`config.mk`:
```
export PLATFORM = sky130hd
export DESIGN_NAME = alu_issue_stage
export DESIGN_NICKNAME = d
export VERILOG_FILES = /design/src/rtl/alu_issue_stage.sv
export SDC_FILE = /design/constraint.sdc
export NUM_CORES = 1
export LEC_CHECK = 0
export ABC_AREA = 1
export BUFFER_PORTS_ARGS = -buffer_cell sky130_fd_sc_hd__buf_2
export CAP_MARGIN = 20
export CORE_ASPECT_RATIO = 0.9
export CORE_MARGIN = 2
export CORE_UTILIZATION = 53
export CTS_BUF_LIST = sky130_fd_sc_hd__clkbuf_16
export DETAILED_ROUTE_END_ITERATION = 6
export GPL_TIMING_DRIVEN = 0
export PLACE_DENSITY_LB_ADDON = 0.25
export SLEW_MARGIN = 5
export SYNTH_ARGS = -nofsm -noshare
export SYNTH_HDL_FRONTEND = slang
export SYNTH_SLANG_ARGS = --single-unit
```
`constraint.sdc`:
```
create_clock -name clk -period 9.5 [get_ports clk]
set_input_delay 1.425 -clock clk [delete_from_list [all_inputs] [get_ports clk]]
set_output_delay 1.425 -clock clk [all_outputs]
set_load 0.01 [all_outputs]
```
`src/rtl/alu_issue_stage.sv`:
```
// ALU issue stage: 2-entry skid buffer that resolves ALU operands when an entry is accepted.
// Operand forwarding from EX/WB is compiled in only when ALU_ISSUE_FORWARD_EN is defined.
module alu_issue_stage #(
  parameter int unsigned XLEN = 32
) (
  input  logic            clk,
  input  logic            rst,
  input  logic            flush,
  input  logic            in_valid,
  output logic            in_ready,
  input  logic [XLEN-1:0] in_rs1_data,
  input  logic [XLEN-1:0] in_rs2_data,
  input  logic [XLEN-1:0] in_imm,
  input  logic [XLEN-1:0] in_pc,
  input  logic [4:0]      in_rs1_addr,
  input  logic [4:0]      in_rs2_addr,
  input  logic [4:0]      in_rd_addr,
  input  logic            in_src_a_sel,
  input  logic            in_src_b_sel,
  input  logic [3:0]      in_alu_control,
  input  logic            fwd_ex_valid,
  input  logic [4:0]      fwd_ex_rd,
  input  logic [XLEN-1:0] fwd_ex_data,
  input  logic            fwd_wb_valid,
  input  logic [4:0]      fwd_wb_rd,
  input  logic [XLEN-1:0] fwd_wb_data,
  output logic            out_valid,
  input  logic            out_ready,
  output logic [XLEN-1:0] data_in_A,
  output logic [XLEN-1:0] data_in_B,
  output logic [3:0]      alu_control,
  output logic [4:0]      out_rd_addr
);

  typedef enum logic [1:0] {
    EMPTY = 2'd0,
    ONE   = 2'd1,
    FULL  = 2'd2
  } state_t;

  state_t          state;
  logic [XLEN-1:0] skid_a;
  logic [XLEN-1:0] skid_b;
  logic [3:0]      skid_ctl;
  logic [4:0]      skid_rd;
  logic            skid_valid;

  logic [XLEN-1:0] rs1_value;
  logic [XLEN-1:0] rs2_value;
  logic [XLEN-1:0] op_a;
  logic [XLEN-1:0] op_b;
  logic            accept;
  logic            drain;

`ifdef ALU_ISSUE_FORWARD_EN
  // EX result is younger than WB, so it wins; x0 is never forwarded.
  always_comb begin
    rs1_value = in_rs1_data;
    if (in_rs1_addr != 5'd0) begin
      if (fwd_ex_valid && (fwd_ex_rd == in_rs1_addr))
        rs1_value = fwd_ex_data;
      else if (fwd_wb_valid && (fwd_wb_rd == in_rs1_addr))
        rs1_value = fwd_wb_data;
    end
  end

  always_comb begin
    rs2_value = in_rs2_data;
    if (in_rs2_addr != 5'd0) begin
      if (fwd_ex_valid && (fwd_ex_rd == in_rs2_addr))
        rs2_value = fwd_ex_data;
      else if (fwd_wb_valid && (fwd_wb_rd == in_rs2_addr))
        rs2_value = fwd_wb_data;
    end
  end
`else
  logic unused_fwd;
  assign unused_fwd = ^{fwd_ex_valid, fwd_ex_rd, fwd_ex_data,
                        fwd_wb_valid, fwd_wb_rd, fwd_wb_data,
                        in_rs1_addr, in_rs2_addr};
  assign rs1_value = in_rs1_data;
  assign rs2_value = in_rs2_data;
`endif

  // Selects are applied after forwarding, so pc/imm are never overridden.
  assign op_a   = in_src_a_sel ? in_pc  : rs1_value;
  assign op_b   = in_src_b_sel ? in_imm : rs2_value;
  assign accept = in_valid && in_ready;
  assign drain  = out_valid && out_ready;

  always_ff @(posedge clk or posedge rst) begin
    if (rst) begin
      state       <= EMPTY;
      out_valid   <= 1'b0;
      in_ready    <= 1'b0;
      data_in_A   <= '0;
      data_in_B   <= '0;
      alu_control <= 4'd0;
      out_rd_addr <= 5'd0;
      skid_a      <= '0;
      skid_b      <= '0;
      skid_ctl    <= 4'd0;
      skid_rd     <= 5'd0;
      skid_valid  <= 1'b0;
    end else if (flush) begin
      state      <= EMPTY;
      out_valid  <= 1'b0;
      skid_valid <= 1'b0;
      in_ready   <= 1'b1;
    end else begin
      case (state)
        EMPTY: begin
          in_ready <= 1'b1;
          if (accept) begin
            data_in_A   <= op_a;
            data_in_B   <= op_b;
            alu_control <= in_alu_control;
            out_rd_addr <= in_rd_addr;
            out_valid   <= 1'b1;
            state       <= ONE;
          end
        end
        ONE: begin
          if (accept && drain) begin
            data_in_A   <= op_a;
            data_in_B   <= op_b;
            alu_control <= in_alu_control;
            out_rd_addr <= in_rd_addr;
          end else if (accept) begin
            skid_a     <= op_a;
            skid_b     <= op_b;
            skid_ctl   <= in_alu_control;
            skid_rd    <= in_rd_addr;
            skid_valid <= 1'b1;
            in_ready   <= 1'b0;
            state      <= FULL;
          end else if (drain) begin
            out_valid <= 1'b0;
            state     <= EMPTY;
          end
        end
        FULL: begin
          // Skid entry is older than anything upstream; promote it on drain.
          if (drain) begin
            data_in_A   <= skid_a;
            data_in_B   <= skid_b;
            alu_control <= skid_ctl;
            out_rd_addr <= skid_rd;
            skid_valid  <= 1'b0;
            in_ready    <= 1'b1;
            state       <= ONE;
          end
        end
        default: begin
          state      <= EMPTY;
          out_valid  <= 1'b0;
          skid_valid <= 1'b0;
          in_ready   <= 1'b1;
        end
      endcase
    end
  end

endmodule

```
==> results.sh <==
export IMPL_ys_types=21
export IMPL_fill_cells=1260
export IMPL_fin_cells=1482
export IMPL_synth_seq_cells=150
export IMPL_maxSlewViolCount=0
export IMPL_clockRootBuffer="clkbuf_16"
export IMPL_die_w_um=130
export IMPL_fin_nets=1506
export IMPL_ios=305
export IMPL_syn_area_um2=7610
export IMPL_hold_viol=0
export IMPL_dr_pass1_iters=5
export IMPL_clk_latency_ns=0.42
export IMPL_switchingPower_mw=0.930
export IMPL_h_tree_depth=4
export IMPL_p_seq_share_pct=41.7
export IMPL_path_cells="buf_2 -> clkbuf_1 -> o21ai_0 -> nand2_1 -> o21ai_0 -> nand3_1 -> nand2_1"
export IMPL_via_per_inst=5.03
export IMPL_place_gp_congestion=0.878
export IMPL_max_cap_violations=0
export IMPL_placed_cells=1450
export IMPL_synth_most_common_cell="nand2_1"
export IMPL_slowest_delay_ns=0.49
export IMPL_p_comb_share_pct=33.3
export IMPL_core_area_um2=14000
export IMPL_power_internal_mw=1.62
export IMPL_ir_drop_v=0.000165
export IMPL_netSwitchingFraction_pct=36.5
export IMPL_power_density_nw_per_um2=268
export IMPL_grt_overflow=0
export IMPL_grt_pass1_vias=7217
export IMPL_grt_pass1_wl_um=34400
export IMPL_grt_usage_pct=28.5
export IMPL_finalSetupTns_ns=0
export IMPL_synthFlopType="dfrtp_1"
export IMPL_cts_buffers=17
export IMPL_synth_cells=1040
export IMPL_vias=7456
export IMPL_syn_num_nets=1270
export IMPL_worstMarginPinSlew_ns=0.588
export IMPL_p_clk_share_pct=25.0
export IMPL_timing_fmax_ghz=0.404
export IMPL_synth_async_reset_ratio_pct=100
export IMPL_end_kind="register"
export IMPL_critPathTopFamily="buffers and inverters"
export IMPL_clockBufferDepth=2
export IMPL_syn_area_per_cell_um2=7.32
export IMPL_detail_route_antenna_nets=0
export IMPL_place_hpwl_um=15100
export IMPL_yosysWarnings=0
export IMPL_drc_errors=0
export IMPL_syn_to_final_growth_pct=25.1
export IMPL_min_period_over_period_pct=26.0
export IMPL_die_area_um2=15300
export IMPL_path_buf_inv=2
export IMPL_clk_pin_slew_ns=0.06
export IMPL_drive_gt1_share_pct=24.1
export IMPL_wl_per_cell_um=14.2
export IMPL_rsz0062_at_grt="no"
export IMPL_rows=41
export IMPL_grt_max_degree=96
export IMPL_status="complete, no violations"
export IMPL_synth_edf_count=0
export IMPL_leakagePower_nw=5.41
export IMPL_seq_area_frac_synth_pct=49.3
export IMPL_drt_iter0_drc=568
export IMPL_routed_wl_um=21000
export IMPL_antenna_found_initial=0
export IMPL_cts_tree="done"
export IMPL_path_class="in2reg"
export IMPL_die_y_um=118
export IMPL_cts_resized=0
export IMPL_start_util_pct=54.4
export IMPL_worstSetupStartpointType="input pin"
export IMPL_hold_buffers=0
export IMPL_cts_setup_buffers=0
export IMPL_cp_slowest_cell="clkbuf_1"
export IMPL_synth_common_cells="366 x nand2_1, 150 x dfrtp_1, 144 x inv_1, 134 x o21ai_0, 74 x nand3_1"
export IMPL_yosysTopAreaCell="dfrtp_1"
export IMPL_num_antenna_cells=0
export IMPL_setup_viol=0
export IMPL_relSlewSlack_pct=60.8
export IMPL_worstPathMaxFanout=10
export IMPL_clock_skew_ns=0.00665
export IMPL_cts_sinks=150
export IMPL_arrival_ns=2.78
export IMPL_synthTopCellsByArea="dfrtp_1 49%, nand2_1 18%, o21ai_0 8.8%, inv_1 7.1%, nand3_1 4.9%"
export IMPL_cp_required_ns=9.81
export IMPL_hold_class="reg2reg"
export IMPL_synth_top_area_share_pct=49.3
export IMPL_period_minus_slack_ns=2.47
export IMPL_portBuffers=216
[cell type report]
cell class              count  area, um^2  area share, %
flip-flops and latches    150        3750           39.4
multi-input cells         676        2930           30.7
clock inverters            15         130           1.37
repair buffers            217        1110           11.6
well taps                 193         241           2.54
clock buffers              17         425           4.47
inverters                 146         557           5.85
plain buffers              68         382           4.01
[path summary, 6_finish.rpt]
check | from | to | slack, ns | cells after the start
max in group asynchronous | rst | skid_b[27] | 7.69 | 3
hold / removal | out_rd_addr[0] | out_rd_addr[0] | 0.46 | 2
min in group asynchronous | rst | out_rd_addr[4] | 1.02 | 2
setup reg to reg | state[0] | data_in_B[6] | 7.74 | 7
setup / recovery | in_src_a_sel | data_in_A[0] | 7.03 | 7
hold reg to reg | out_rd_addr[0] | out_rd_addr[0] | 0.46 | 2
[power groups by stage]
stage                     combinational (mW)  clock [mW]  sequential [mW]
final                                  0.849       0.638             1.06
after detailed placement               0.843           0             1.07
after floorplan                        0.448           0             1.12
after global routing                   0.964       0.672             1.09
after CTS                              0.853       0.643             1.06
after global placement                 0.816           0             1.06
[metrics by stage]
| step | hold WS (ns) | power, mW | area [um^2] | worst slack, ns | utilization [%] |
|---|---|---|---|---|---|
| CTS | 0.469 | 2.56 | 9530 | 6.99 | 68.0 |
| detailed placement | 0.454 | 1.91 | 8970 | 6.56 | 64.0 |
| finish | 0.465 | 2.55 | 9530 | 7.03 | 68.0 |
| global route | 0.488 | 2.73 | 9530 | 6.90 | 68.0 |
| floorplan | 0.454 | 1.57 | 7610 | 4.04 | - |
| global placement | 0.450 | 1.87 | 8930 | 2.32 | 63.8 |
[kinds of logic (layout without fill, tap and decap cells)]
group / Yosys count / count (layout) / synth area share, %
AOI/OAI and AO/OA: 214 / 214 / 14.1
buffers and inverters: 214 / 463 / 12.2
DFF: 150 / 150 / 49.3
and+or+nand+nor: 462 / 462 / 24.4
[flip-flops by register name (all words and copies together) (netlist names)]
name	cells
data_in_A	32
data_in_B	32
skid_a	32
skid_b	32
out_rd_addr	5
skid_rd	5
alu_control	4
skid_ctl	4
state	2
in_ready	1
out_valid	1
[cell usage in the layout (no fill, tap or decap), types with 3 or more instances in the layout]
cell,Yosys,routed
nand2_1,366,366
buf_2,44,260
dfrtp_1,150,150
inv_1,144,144
o21ai_0,134,134
nand3_1,74,74
o21ai_1,72,72
clkbuf_16,0,17
nor2_1,15,15
clkbuf_1,14,14
buf_6,7,7
a21oi_1,7,7
clkinvlp_4,0,5
clkinv_2,1,4
inv_6,0,4
nand2_2,3,3
[layer usage]
layer  global-route usage (%)  up-vias  part of all wire, %
met2                     44.2      286                   46
met3                     6.09       44                  6.6
li1                         -     3709                    -
met4                     9.07        0                  2.2
met1                     40.0     3417                   45
met5                        0        -                    0
[worst min-delay path: cells and delay by family, from the launching register on]
kind,cells,cell delay (ns)
flip-flops,1,0.34
AND/OR/NAND/NOR,2,0.09
(Power assumes the default switching activity.)
